`config.mk`:
```
export PLATFORM = sky130hd
export DESIGN_NAME = gpio_in_filter_flat
export DESIGN_NICKNAME = d
export VERILOG_FILES = /design/src/rtl/gpio_in_filter_pkg.sv /design/src/rtl/gpio_in_filter_if.sv /design/src/rtl/gpio_in_filter_db_bit.sv /design/src/rtl/gpio_in_filter.sv /design/src/flat_wrapper.sv
export SDC_FILE = /design/constraint.sdc
export NUM_CORES = 1
export LEC_CHECK = 0
export CAP_MARGIN = 20
export CELL_PAD_IN_SITES_DETAIL_PLACEMENT = 1
export CELL_PAD_IN_SITES_GLOBAL_PLACEMENT = 1
export CORE_MARGIN = 4
export CORE_UTILIZATION = 46
export DETAILED_ROUTE_END_ITERATION = 8
export PLACE_DENSITY_LB_ADDON = 0.1
export SKIP_CTS_REPAIR_TIMING = 1
export SYNTH_ARGS = -nofsm -noshare
export SYNTH_HDL_FRONTEND = slang
export SYNTH_SLANG_ARGS = --single-unit
```
`constraint.sdc`:
```
create_clock -name clk_i -period 4.64 [get_ports clk_i]
set_clock_uncertainty 0.2 [all_clocks]
set_input_delay 0.928 -clock clk_i [delete_from_list [all_inputs] [get_ports clk_i]]
set_output_delay 0.928 -clock clk_i [all_outputs]
set_load 0.02 [all_outputs]
```
`src/rtl/gpio_in_filter_pkg.sv`:
```
// Shared defaults and sizing helpers for the GPIO input conditioning stage.
package gpio_in_pkg;

  localparam int GPIO_WIDTH        = 32;
  localparam int GPIO_TICK_DIV     = 1200;
  localparam int GPIO_STABLE_TICKS = 10;

  function automatic int cnt_w(input int stable_ticks);
    return $clog2(stable_ticks + 1);
  endfunction

endpackage

```
`src/rtl/gpio_in_filter_if.sv`:
```
// Bundle of pad-side inputs and filtered outputs between the pads and the core.
interface gpio_in_filter_if
  import gpio_in_pkg::*;
#(
  parameter int WIDTH = GPIO_WIDTH
);

  logic [WIDTH-1:0] pad_i;
  logic [WIDTH-1:0] db_en_i;
  logic [WIDTH-1:0] gpio_o;
  logic [WIDTH-1:0] rise_o;
  logic [WIDTH-1:0] fall_o;
  logic             any_edge_o;

  modport slave (
    input  pad_i,
    input  db_en_i,
    output gpio_o,
    output rise_o,
    output fall_o,
    output any_edge_o
  );

  modport master (
    output pad_i,
    output db_en_i,
    input  gpio_o,
    input  rise_o,
    input  fall_o,
    input  any_edge_o
  );

endinterface

```
`src/rtl/gpio_in_filter_db_bit.sv`:
```
// One GPIO bit: two-flop synchroniser, tick-based debounce counter, stable
// level register and registered rise/fall pulses.
module gpio_db_bit
  import gpio_in_pkg::*;
#(
  parameter int STABLE_TICKS = GPIO_STABLE_TICKS
) (
  input  logic clk,
  input  logic rst,
  input  logic tick,
  input  logic pad,
  input  logic db_en,
  output logic level,
  output logic rise,
  output logic fall
);

  localparam int CW = cnt_w(STABLE_TICKS);

  logic          s1;
  logic          s2;
  logic [CW-1:0] cnt;

  // Any cycle where the synchronised level matches the accepted level restarts
  // the count, so only an uninterrupted mismatch can reach acceptance.
  always_ff @(posedge clk) begin
    if (rst) begin
      s1    <= 1'b0;
      s2    <= 1'b0;
      cnt   <= '0;
      level <= 1'b0;
      rise  <= 1'b0;
      fall  <= 1'b0;
    end else begin
      s1   <= pad;
      s2   <= s1;
      rise <= 1'b0;
      fall <= 1'b0;
      if (!db_en) begin
        cnt <= '0;
        if (s2 != level) begin
          level <= s2;
          rise  <= s2;
          fall  <= ~s2;
        end
      end else if (s2 == level) begin
        cnt <= '0;
      end else if (tick) begin
        if (cnt == CW'(STABLE_TICKS - 1)) begin
          cnt   <= '0;
          level <= s2;
          rise  <= s2;
          fall  <= ~s2;
        end else begin
          cnt <= cnt + 1'b1;
        end
      end
    end
  end

endmodule

```
`src/rtl/gpio_in_filter.sv`:
```
// GPIO input filter top: shared debounce prescaler, per-bit filters and the
// combined edge indication for the interrupt logic.
module gpio_in_filter
  import gpio_in_pkg::*;
#(
  parameter int WIDTH        = GPIO_WIDTH,
  parameter int TICK_DIV     = GPIO_TICK_DIV,
  parameter int STABLE_TICKS = GPIO_STABLE_TICKS
) (
  input  logic             clk_i,
  input  logic             rst_i,
  gpio_in_filter_if.slave  bus
);

  localparam int PW = $clog2(TICK_DIV);

  logic [PW-1:0]    count;
  logic             tick;
  logic [WIDTH-1:0] level;
  logic [WIDTH-1:0] rise;
  logic [WIDTH-1:0] fall;

  // tick is registered one count early so it is high while count sits at TICK_DIV-1.
  always_ff @(posedge clk_i) begin
    if (rst_i) begin
      count <= '0;
      tick  <= 1'b0;
    end else begin
      if (count == PW'(TICK_DIV - 1)) begin
        count <= '0;
      end else begin
        count <= count + 1'b1;
      end
      tick <= (count == PW'(TICK_DIV - 2));
    end
  end

  for (genvar i = 0; i < WIDTH; i++) begin : g_bit
    gpio_db_bit #(
      .STABLE_TICKS (STABLE_TICKS)
    ) u_bit (
      .clk   (clk_i),
      .rst   (rst_i),
      .tick  (tick),
      .pad   (bus.pad_i[i]),
      .db_en (bus.db_en_i[i]),
      .level (level[i]),
      .rise  (rise[i]),
      .fall  (fall[i])
    );
  end

  assign bus.gpio_o     = level;
  assign bus.rise_o     = rise;
  assign bus.fall_o     = fall;
  assign bus.any_edge_o = |(rise | fall);

endmodule

```
`src/flat_wrapper.sv`:
```
// flat-port wrapper written by rule: the top's interface ports become plain ports
module gpio_in_filter_flat import gpio_in_pkg::*;
#(
  parameter int WIDTH        = GPIO_WIDTH,
  parameter int TICK_DIV     = GPIO_TICK_DIV,
  parameter int STABLE_TICKS = GPIO_STABLE_TICKS
)
  (clk_i, rst_i, bus_pad_i, bus_db_en_i, bus_gpio_o, bus_rise_o, bus_fall_o, bus_any_edge_o);
  gpio_in_filter_if #(.WIDTH(WIDTH)) bus_i ();
  input  logic clk_i;
  input  logic rst_i;
  input wire logic [$bits(bus_i.pad_i)-1:0] bus_pad_i;
  input wire logic [$bits(bus_i.db_en_i)-1:0] bus_db_en_i;
  output wire logic [$bits(bus_i.gpio_o)-1:0] bus_gpio_o;
  output wire logic [$bits(bus_i.rise_o)-1:0] bus_rise_o;
  output wire logic [$bits(bus_i.fall_o)-1:0] bus_fall_o;
  output wire logic [$bits(bus_i.any_edge_o)-1:0] bus_any_edge_o;
  assign bus_i.pad_i = bus_pad_i;
  assign bus_i.db_en_i = bus_db_en_i;
  assign bus_gpio_o = bus_i.gpio_o;
  assign bus_rise_o = bus_i.rise_o;
  assign bus_fall_o = bus_i.fall_o;
  assign bus_any_edge_o = bus_i.any_edge_o;
  gpio_in_filter #(.WIDTH(WIDTH), .TICK_DIV(TICK_DIV), .STABLE_TICKS(STABLE_TICKS)) u_core (.clk_i(clk_i), .rst_i(rst_i), .bus(bus_i));
endmodule
```
==> flow_summary.yaml <==
outcome:
  status: "finished clean"
critical_path:
  slowest_delay_ps: 600
  worstPathMaxFanout: 2
  rr_endpoint: "u_core.g_bit[21].u_bit.fall"
  path_buf_inv: 1
  cp.required_ps: 3510
  rr_startpoint: "u_core.g_bit[21].u_bit.level"
  crit_type: "flop to primary output"
  start_kind: "flop"
  cp_top_family: "simple AND/OR/NAND/NOR gates"
  reg2reg_slack_ps: 2360
  crit_slowest_cell: "clkdlybuf4s50_1"
  end_kind: "primary output"
  path_cells: "nor4_1, nand4_1, or4_1, clkdlybuf4s50_1"
  r2r_cells: 5
  cp.arrival_ps: 2760
pwr:
  p_int_uw: 4580
  powerDensity_nw_per_um2: 347
  power_frac_comb_pct: 4.5
  switching_power_uw: 1220
  pwr-share-clk_pct: 50.1
  total_leakage_power_uw: 0.00577
  vdd_drop_max_v: 0.000247
  swShare_pct: 21.0
  pwr-share-seq_pct: 45.5
min_path:
  hold_class: "flop to flop"
  whs_path_depth: 1
  hp-start: "u_core.g_bit[6].u_bit.s1"
  min_to: "u_core.g_bit[6].u_bit.s2"
timing:
  maxSlewHeadroom_pct: 54.5
  holdWs_ps: 237
  finalSetupTns_ps: 0
  min_period_ps: 3880
  setup_slack_ps: 757
  finalCritPeriodShare_pct: 83.7
  hold_viol: 0
  rsz0062_at_grt: "false"
  setup_viol: 0
  fmax_mhz: 258
  finalMaxSlewViolations: 0
  tightest_slew_ps: 683
routing:
  drtAntennaViolNets: 0
  drc_errors: 0
  wl_per_cell_microns: 17.3
  drt_first_iter_violations: 371
  dr.pass1.iters: 4
  viasPerCell: 5.33
  wirelength_mm: 35.9
  via_count: 11100
finish:
  syn_to_final_growth_pct: 17.9
  layout.nets: 1798
  n_antenna_cell: 0
  fill_cells: 3459
  multi_input_area_sq_um: 6990
  final-seq-area_sq_um: 6010
  drive_gt1_share_pct: 5.92
floorplanning:
  ios: 163
  coreArea_sq_um: 30000
  dieWidth_microns: 183
  die_h_microns: 183
  start_util_pct: 47.2
  dieArea_sq_um: 33600
  rows: 63
clock_network:
  cts_buffer_depth: 3
  numCtsBuffers: 36
  cts_tree: "yes"
  clockRootBuffer: "clkbuf_16"
  htreeDepth: 2
  cts.sinks: 300
  clock_latency_ps: 500
  clkTransAtPathRegs_ps: 60
placed_design:
  port_buffers: 162
  gp_congestion: 0.782
  hpwl_mm: 25.9
  post-place-ws_ps: 1240
logic_synthesis:
  ys_warn_count: 0
  synth_edf_count: 0
  netlist_area_sq_um: 14200
  async_flop_share_pct: 0
  synth-seq-area-share_pct: 42.4
  yosys_most_used_dff: "dfxtp_1"
  ys_ff_latch: 300
  syn_area_per_cell_sq_um: 8.89
  synthCells: 1592
  synth.distinct_cells: 44
  synthesis.nets: 1724
global_routing:
  track_usage_pct: 20.9
  grt_pass1_vias: 11500
  grt.overflow.total: 0
  grt_pass1_wl_mm: 58.9
  antenna_found_initial: 0
  grt_max_degree: 60
job:
  maxCapViolations: 0
-- metrics by stage --
stage / util [%] / total power [uW] / cells / instance area, sq um
after floorplan: - / 2820 / 1592 / 14200
after global routing: 55.7 / 6000 / 2078 / 16700
after detailed placement: 51.6 / 2950 / 2017 / 15400
after CTS: 55.7 / 5870 / 2077 / 16700
after global placement: 51.6 / 2940 / 2017 / 15400
final: 55.7 / 5800 / 2078 / 16700
-- cells in the final DEF (no fill, tap or decap), drive strengths merged, types with 5 or more instances in the layout --
master	instances
a21oi	130
a22o	24
and2	12
and4b	32
buf	10
bufinv	5
clkbuf	51
clkdlybuf4s50	161
dfxtp	300
ha	66
inv	70
mux2i	32
nand2	138
nand2b	52
nand3	36
nand3b	13
nand4	47
nor2	109
nor2b	128
nor4	28
nor4b	12
o21ai	71
o32ai	10
or2	12
or3	31
or3b	12
xnor2	34
xor2	33
-- metal layers --
layer / vias up / wire, microns / track usage [%]
met3: 46 / 1360 / 3.65
li1: 5501 / - / -
met1: 5382 / 16600 / 27.5
met5: - / 0 / 0
met2: 155 / 17300 / 36.2
met4: 0 / 623 / 4.59
-- worst register-to-register path: stages (launching register included) --
cell and delay (ps):
dfxtp_1 410, inv_1 70, ha_1 310, or3b_2 540, nor4_1 420, a22o_1 250
-- Yosys cell counts, types with 4 or more instances --
cell type  number  area [sq um]
xor2_1         33           289
nand3b_1       13          97.6
a21oi_1       130           651
or2_2          12          75.1
buf_4          96           721
mux2i_1        32           320
and4b_1        32           320
or4_1           4          30.0
ha_1           66           826
clkbuf_1       17          63.8
nor3b_1         4          30.0
xnor2_1        34           298
o32ai_1        10          87.6
a22o_1         24           210
buf_2          16          80.1
buf_1           6          22.5
o21ai_0        71           355
inv_1          70           263
and2_1         12          75.1
nor4_1         21           131
nor2b_1       128           801
nand4_1        47           294
and3b_1         4          35.0
nand3_1        35           175
nor4b_1        12           105
dfxtp_1       300          6010
nor4_2          7          87.6
nor2_1        109           409
nand2_1       138           518
nand2b_1       52           325
or3_1          30           188
or3b_2          6          52.6
-- area by class of cell --
class / count / area share, %
Multi-Input combinational cell: 1086 / 41.9
Sequential cell: 300 / 36.0
Timing Repair Buffer: 171 / 10.3
Clock buffer: 51 / 6.28
Tap cell: 390 / 2.92
Inverter: 71 / 1.60
Clock inverter: 9 / 1.03
-- power groups by stage --
stage / clock [uW] / combinational (uW) / sequential [uW]
finish: 2900 / 259 / 2640
global route: 3080 / 285 / 2640
CTS: 2970 / 260 / 2640
detailed placement: 0 / 258 / 2690
global placement: 0 / 251 / 2690
floorplan: 0 / 141 / 2680
-- kinds of logic (layout without fill, tap and decap cells) --
family | count (synthesis) | in the layout | share of synthesized area, %
xor+xnor | 67 | 67 | 4.15
buf+inv | 206 | 302 | 8.15
mux | 32 | 32 | 2.26
flops | 300 | 300 | 42.4
simple gates | 680 | 680 | 27.5
compound gates | 241 | 241 | 9.65
fa+ha+maj | 66 | 66 | 5.84
-- sequential cells by signal (all words and copies together), names as in the netlist --
register	flops
u_core.g_bit.u_bit.rise	32
u_core.g_bit.u_bit.fall	32
u_core.g_bit.u_bit.cnt	128
u_core.count	11
u_core.tick	1
u_core.g_bit.u_bit.s2	32
u_core.g_bit.u_bit.s1	32
u_core.g_bit.u_bit.level	32
-- worst max path at each step --
stage                           startpoint        endpoint  slack, ps  cells after the start
2_1_floorplan   u_core.g_bit[0].u_bit.rise  bus_any_edge_o       2230                      3
3_3_place_gp   u_core.g_bit[23].u_bit.rise  bus_any_edge_o       1210                      4
3_5_place_dp   u_core.g_bit[23].u_bit.rise  bus_any_edge_o       1240                      4
4_1_cts        u_core.g_bit[23].u_bit.rise  bus_any_edge_o        690                      4
5_1_grt        u_core.g_bit[23].u_bit.rise  bus_any_edge_o        610                      4
6_report       u_core.g_bit[23].u_bit.rise  bus_any_edge_o        760                      4
No activity file was read; power rests on OpenSTA's default activity.
